[src/rtl/btn_event_ctrl.sv]
// btn_event_ctrl: per-channel sync + tick-based debounce, PRESS/LONG/RELEASE event
// generation and round-robin arbitration onto one valid/ready event port.
`default_nettype none

module btn_event_ctrl #(
  parameter int N_BTN        = 4,
  parameter int TICK_CYCLES  = 100000,
  parameter int STABLE_TICKS = 10,
  parameter int LONG_TICKS   = 1000
) (
  input  logic                     clk_in,
  input  logic                     rst_in,
  input  logic [N_BTN-1:0]         bouncey_in,
  output logic [N_BTN-1:0]         clean_out,
  output logic                     event_valid_out,
  input  logic                     event_ready_in,
  output logic [$clog2(N_BTN)-1:0] event_ch_out,
  output logic [1:0]               event_type_out,
  output logic [N_BTN-1:0]         overflow_out
);

  localparam int CW = $clog2(N_BTN);
  localparam int PW = (TICK_CYCLES > 1) ? $clog2(TICK_CYCLES) : 1;
  localparam int SW = $clog2(STABLE_TICKS + 1);
  localparam int HW = $clog2(LONG_TICKS + 1);

  localparam logic [PW-1:0] TICK_LAST   = PW'(TICK_CYCLES - 1);
  localparam logic [SW-1:0] STABLE_LAST = SW'(STABLE_TICKS - 1);
  localparam logic [HW-1:0] LONG_LAST   = HW'(LONG_TICKS - 1);
  localparam logic [HW-1:0] LONG_MAX    = HW'(LONG_TICKS);
  localparam logic [CW-1:0] CH_LAST     = CW'(N_BTN - 1);

  localparam logic [1:0] TYPE_PRESS   = 2'b01;
  localparam logic [1:0] TYPE_RELEASE = 2'b10;
  localparam logic [1:0] TYPE_LONG    = 2'b11;

  logic [N_BTN-1:0] sync_meta, sync_lvl;
  logic [PW-1:0]    presc;
  logic             tick;
  logic [SW-1:0]    stable_cnt [N_BTN];
  logic [HW-1:0]    hold_cnt   [N_BTN];

  logic [N_BTN-1:0] toggle, press_ev, long_ev, rel_ev;
  logic [N_BTN-1:0] press_pend, long_pend, rel_pend, any_pend;
  logic [N_BTN-1:0] press_clr, long_clr, rel_clr;

  logic [CW-1:0]    rr_ptr, sel_ch, idx;
  logic [1:0]       sel_type;
  logic             found, load;

  assign tick     = (presc == TICK_LAST);
  assign press_ev = toggle & ~clean_out;
  assign rel_ev   = toggle & clean_out;
  assign any_pend = press_pend | long_pend | rel_pend;
  assign load     = !event_valid_out || event_ready_in;

  always_comb begin
    toggle  = '0;
    long_ev = '0;
    for (int i = 0; i < N_BTN; i++) begin
      toggle[i]  = tick && (sync_lvl[i] != clean_out[i]) && (stable_cnt[i] == STABLE_LAST);
      // LONG fires only on a tick that is not also a clean edge
      long_ev[i] = tick && clean_out[i] && hold_cnt[i] == LONG_LAST &&
                   ((sync_lvl[i] == clean_out[i]) || (stable_cnt[i] != STABLE_LAST));
    end
  end

  always_ff @(posedge clk_in or negedge rst_in) begin
    if (!rst_in) begin
      sync_meta <= '0;
      sync_lvl  <= '0;
      presc     <= '0;
      clean_out <= '0;
      for (int i = 0; i < N_BTN; i++) begin
        stable_cnt[i] <= '0;
        hold_cnt[i]   <= '0;
      end
    end else begin
      sync_meta <= bouncey_in;
      sync_lvl  <= sync_meta;
      presc     <= tick ? '0 : presc + PW'(1);
      for (int i = 0; i < N_BTN; i++) begin
        if (tick) begin
          if (sync_lvl[i] == clean_out[i]) begin
            stable_cnt[i] <= '0;
          end else if (toggle[i]) begin
            clean_out[i]  <= ~clean_out[i];
            stable_cnt[i] <= '0;
          end else begin
            stable_cnt[i] <= stable_cnt[i] + SW'(1);
          end
        end
        if (toggle[i]) begin
          hold_cnt[i] <= '0;
        end else if (tick && clean_out[i] && hold_cnt[i] != LONG_MAX) begin
          hold_cnt[i] <= hold_cnt[i] + HW'(1);
        end
      end
    end
  end

  // Round-robin scan from rr_ptr; PRESS > LONG > RELEASE within a channel
  always_comb begin
    found     = 1'b0;
    sel_ch    = '0;
    idx       = '0;
    sel_type  = TYPE_RELEASE;
    press_clr = '0;
    long_clr  = '0;
    rel_clr   = '0;
    for (int k = 0; k < N_BTN; k++) begin
      idx = CW'((int'(rr_ptr) + k) % N_BTN);
      if (!found && any_pend[idx]) begin
        found  = 1'b1;
        sel_ch = idx;
      end
    end
    if (press_pend[sel_ch]) begin
      sel_type = TYPE_PRESS;
    end else if (long_pend[sel_ch]) begin
      sel_type = TYPE_LONG;
    end
    if (load && found) begin
      if (press_pend[sel_ch]) begin
        press_clr[sel_ch] = 1'b1;
      end else if (long_pend[sel_ch]) begin
        long_clr[sel_ch] = 1'b1;
      end else begin
        rel_clr[sel_ch] = 1'b1;
      end
    end
  end

  always_ff @(posedge clk_in or negedge rst_in) begin
    if (!rst_in) begin
      press_pend   <= '0;
      long_pend    <= '0;
      rel_pend     <= '0;
      overflow_out <= '0;
    end else begin
      press_pend   <= press_ev | (press_pend & ~press_clr);
      long_pend    <= long_ev  | (long_pend  & ~long_clr);
      rel_pend     <= rel_ev   | (rel_pend   & ~rel_clr);
      overflow_out <= overflow_out
                    | (press_ev & press_pend & ~press_clr)
                    | (long_ev  & long_pend  & ~long_clr)
                    | (rel_ev   & rel_pend   & ~rel_clr);
    end
  end

  always_ff @(posedge clk_in or negedge rst_in) begin
    if (!rst_in) begin
      event_valid_out <= 1'b0;
      event_ch_out    <= '0;
      event_type_out  <= 2'b00;
      rr_ptr          <= '0;
    end else if (load) begin
      event_valid_out <= found;
      if (found) begin
        event_ch_out   <= sel_ch;
        event_type_out <= sel_type;
        rr_ptr         <= (sel_ch == CH_LAST) ? '0 : sel_ch + CW'(1);
      end
    end
  end

endmodule

`default_nettype wire
[config.mk]
export PLATFORM = sky130hd
export DESIGN_NAME = btn_event_ctrl
export DESIGN_NICKNAME = d
export VERILOG_FILES = /design/src/rtl/btn_event_ctrl.sv
export SDC_FILE = /design/constraint.sdc
export NUM_CORES = 1
export LEC_CHECK = 0
export ABC_AREA = 1
export BUFFER_PORTS_ARGS = -buffer_cell sky130_fd_sc_hd__buf_2
export CORE_MARGIN = 2
export CORE_UTILIZATION = 56
export DETAILED_ROUTE_END_ITERATION = 16
export GPL_TIMING_DRIVEN = 0
export PLACE_DENSITY_LB_ADDON = 0.3
export SYNTH_ARGS = -nofsm -noshare
export SYNTH_HDL_FRONTEND = slang
export SYNTH_SLANG_ARGS = --single-unit
[constraint.sdc]
create_clock -name clk_in -period 2 [get_ports clk_in]
set_input_delay 0.4 -clock clk_in [delete_from_list [all_inputs] [get_ports clk_in]]
set_output_delay 0.4 -clock clk_in [all_outputs]
set_load 0.05 [all_outputs]
==> summary by stage <==
Status
The flow ran to the end, but the final reports show violations. The checks that failed: negative setup slack.

Yosys
The share of the synthesized area in the top cell type is 0.446. For this run, the register share of the synthesized area comes to 0.446. The number of warnings issued by yosys is 0.

The cell with the most instances after synthesis is sky130_fd_sc_hd__inv_1. Yosys mapped the design onto 43 distinct sky130hd cell types. After synthesis the netlist holds a flip-flop and latch count of between 100 and 150. Sorting the synthesized cells by area gives the leading types as sky130_fd_sc_hd__dfrtp_1 45%, sky130_fd_sc_hd__inv_1 8.6%, sky130_fd_sc_hd__nand2_1 8.4%, sky130_fd_sc_hd__nor2_1 5.6%, sky130_fd_sc_hd__nand3_1 5.5%. A synthesized cell averages 7.78 um^2. Yosys mapped a number of flops with a built-in enable equal to 0. The netlist area before placement is 6060 um^2. The count of mapped cells out of synthesis is 779. The number of nets in the synthesized netlist is between 800 and 900. After synthesis, the most frequently instantiated cells are 138 x sky130_fd_sc_hd__inv_1, 135 x sky130_fd_sc_hd__nand2_1, 108 x sky130_fd_sc_hd__dfrtp_1. The leading area contributor after synthesis is sky130_fd_sc_hd__dfrtp_1. The most used flip-flop cell after synthesis is sky130_fd_sc_hd__dfrtp_1. The share of flip-flops with an asynchronous set or reset is 1.00.

Global route
Entering global routing, the biggest net connects 72 pins. The total grt overflow is 0. For this run, the total global-route usage over all layers was measured as 0.251. The first global-routing pass estimated 23.3 mm of wire. The number of global-route vias before repair is approximately 5200.

The initial antenna violation count is 0.

Route
After detailed routing, the number of remaining DRC violations is 0. The total number of vias is 5651. After detailed routing, the number of vias per cell comes to between 5 and 6.

The detailed-route wire length is 16.0 mm. The first detailed-routing pass ran for 5 iterations. The starting DRC count in detailed routing is 413. The post-route antenna net violation count is 0.

The wire length per cell is 15.8 um.

Worst setup path
Of all nets on the critical path, the largest fanout is 7. The beginning of the worst register-to-register path is long_pend[3]. For the worst flop-to-flop path, the logic depth is 14.

The data required time of the worst path is 2.28 ns. The arrival time of data at the critical path endpoint is 2.64 ns. For flop-to-flop paths, the worst setup slack is -0.36 ns. The kind of start point of the critical path is a register. The endpoint identified for the worst register-to-register timing path is overflow_out[2]. The kind of end point of the critical path is a register. The kind of critical path is reg -> reg.

Power
VDD sags by at most 1720 uV. The static leakage is 3.62 nW. The total power per unit cell area is 1300 nW/um^2.

Place
The post-placement worst setup slack is -0.436 ns. The total half-perimeter wirelength after legalization and detailed placement is 9.34 mm. The count of buffers from port buffering is 19. After detailed placement, the total cell area comes to 6380 um^2.

The placer's final routability congestion estimate is approximately 0.86.

Min path
Along the worst hold path, the cell count comes to 1. The worst min-delay path endpoint is sync_meta[0]. The min-delay analysis places its worst path in the category in -> reg. The worst hold path begins at bouncey_in[0].

Timing
The final setup TNS is -6.51 ns. Setup repair after global routing could not meet its margin everywhere. Across the routed clock network, the largest skew measured is about 0.016 ns.

The hold slack is 0.108 ns. The pin slew with the least headroom to its limit is 0.496 ns. In the post-route analysis, the smallest setup slack over all paths is -0.363 ns. The final critical path time including I/O delays and setup is 2.36 ns. Static timing analysis puts the maximum clock frequency at 423 MHz. The total count of max-transition violations in the final report was 0. The number of failing setup endpoints in the final timing report is between 40 and 50. The remaining max-slew budget at the tightest pin is 0.667. The count of endpoints failing hold in the final timing report came to 0. Of the available clock period, the critical path in the final layout requires 1.18.

CTS
The number of buffers inserted during clock tree synthesis is 9. The root buffer cell chosen for the clock tree is sky130_fd_sc_hd__clkbuf_8. The number of H-tree branching levels is 3. The CTS tree is yes. At the later pin of the worst-skew pair, clock insertion delay measures between 0.3 and 0.4 ns. In this run the deepest clock path goes through 2 buffers.

The number of clock sinks is 108. The register clock-pin slew on the reported worst setup and hold paths is 0.10 ns.

Floorplan
The die area is 11700 um^2. The floorplan step set the die height to 108 um. The core area is 10400 um^2. From left edge to right edge, the die measures 108 um. The floorplan has 37 rows. In this run the count of I/O pins placed on the die edge is 20. The initial core utilization is 0.582.

Flow run
The reported max-cap violation count is 0.

Final layout
At the end of the flow the core is filled with cells to 0.753. For this run, the post-layout net count is ~900. The antenna diode count is 0. In the final layout, the share of cells above drive strength 1 is 0.297. With fillers left out, the area of the finished cells amounts to 7840 um^2. The area used by sequential logic in the layout is between 2000 and 3000 um^2. The synthesis-to-finish area growth is 29.4%. The number of fill cells in the layout is 686.

In the final layout, the multi-input gates occupy between 3000 and 4000 um^2.
## stage by stage
step / total power, mW / std cells
finish: 10.2 / 1008
global placement: 5.81 / 934
floorplan: 5.23 / 779
CTS: 8.51 / 972
global route: 10.7 / 1008
detailed placement: 5.90 / 935
## power by group
group | total, mW | switching (mW) | internal, mW | leakage [nW]
combinational | 6.28 | 3.90 | 2.38 | 2.07
clock | 1.40 | 0.718 | 0.677 | 0.103
sequential | 2.53 | 0.159 | 2.37 | 1.45
## cells in the final DEF (no fill, tap or decap), drive strengths merged, types with 2 or more instances in the layout
master,netlist,layout
buf,4,80
inv,142,142
nand4,11,11
a211oi,4,4
a31oi,6,6
a21boi,2,2
ha,21,21
o21a,4,4
nand3b,2,2
nor3,34,34
xnor2,3,3
o21ai,54,54
nor3b,2,2
clkbuf,2,15
nor4,10,10
dfrtp,108,108
nand3,74,74
xor2,13,13
nand2,145,146
nor2,92,92
a21oi,38,38
## final cells by class
class,count,area share
Inverter,142,0.0731
Multi-Input combinational cell,524,0.451
Timing Repair inverter,1,0.000798
Buffer,6,0.00527
Sequential cell,108,0.345
Clock buffer,14,0.0220
Timing Repair Buffer,76,0.0773
Tap cell,136,0.0217
Clock inverter,1,0.00383
## worst max path at each step
stage             startpoint               to  slack [ns]  cells past startpoint
6_report        long_pend[3]  overflow_out[2]       -0.36                     14
5_1_grt        press_pend[0]  overflow_out[2]       -0.50                     15
4_1_cts            rr_ptr[0]  overflow_out[3]       -0.17                     18
3_5_place_dp        presc[0]      hold_cnt[4]       -0.44                     11
3_3_place_gp          rst_in     hold_cnt[20]       -0.67                      1
2_1_floorplan      rr_ptr[0]  overflow_out[2]       -0.02                     18
## sequential cells by signal (all words and copies together), names as in the netlist
signal,flops
overflow_out,4
event_ch_out,2
sync_lvl,4
event_type_out,2
clean_out,4
rel_pend,4
long_pend,4
event_valid_out,1
press_pend,4
sync_meta,4
hold_cnt,40
rr_ptr,2
stable_cnt,16
presc,17
## critical path, cell delays in order, from the launching register on
cell and delay (ns):
sky130_fd_sc_hd__dfrtp_1 0.44, sky130_fd_sc_hd__nor2_4 0.17, sky130_fd_sc_hd__nand3_2 0.16, sky130_fd_sc_hd__buf_4 0.17
sky130_fd_sc_hd__nand3_1 0.10, sky130_fd_sc_hd__o21ai_2 0.09, sky130_fd_sc_hd__nand3_4 0.13, sky130_fd_sc_hd__nor2_2 0.07
sky130_fd_sc_hd__nor2_4 0.18, sky130_fd_sc_hd__buf_6 0.14, sky130_fd_sc_hd__nand3_4 0.14, sky130_fd_sc_hd__nand2_4 0.14
sky130_fd_sc_hd__nand3_1 0.11, sky130_fd_sc_hd__nand2_1 0.10, sky130_fd_sc_hd__nand3_1 0.09
## routing by layer
metal,routed length [um],share of wire,track usage
met1,6480,0.41,0.315
met5,0,0,0
met3,620,0.039,0.0398
met4,495,0.031,0.117
met2,8360,0.52,0.425
## cells by family (layout without fill, tap and decap cells)
logic type,after synthesis,in the layout,share of synthesized area
flip-flops,108,108,0.446
AO/OA/AOI/OAI,114,114,0.105
AND/OR/NAND/NOR,372,373,0.288
XOR/XNOR,16,16,0.0231
buffers and inverters,148,240,0.0948
adder cells (fa/ha/maj),21,21,0.0434
## repair_timing
item	4_1_cts	5_1_grt
hold endpoints to repair	37	0
endpoints found under the setup margin	80	86
buffers inserted	19	36
resized for setup	73	151
cloned	2	0
pin swaps	24	38
hold buffers	1	0
Power figures use the tool's default switching activity.
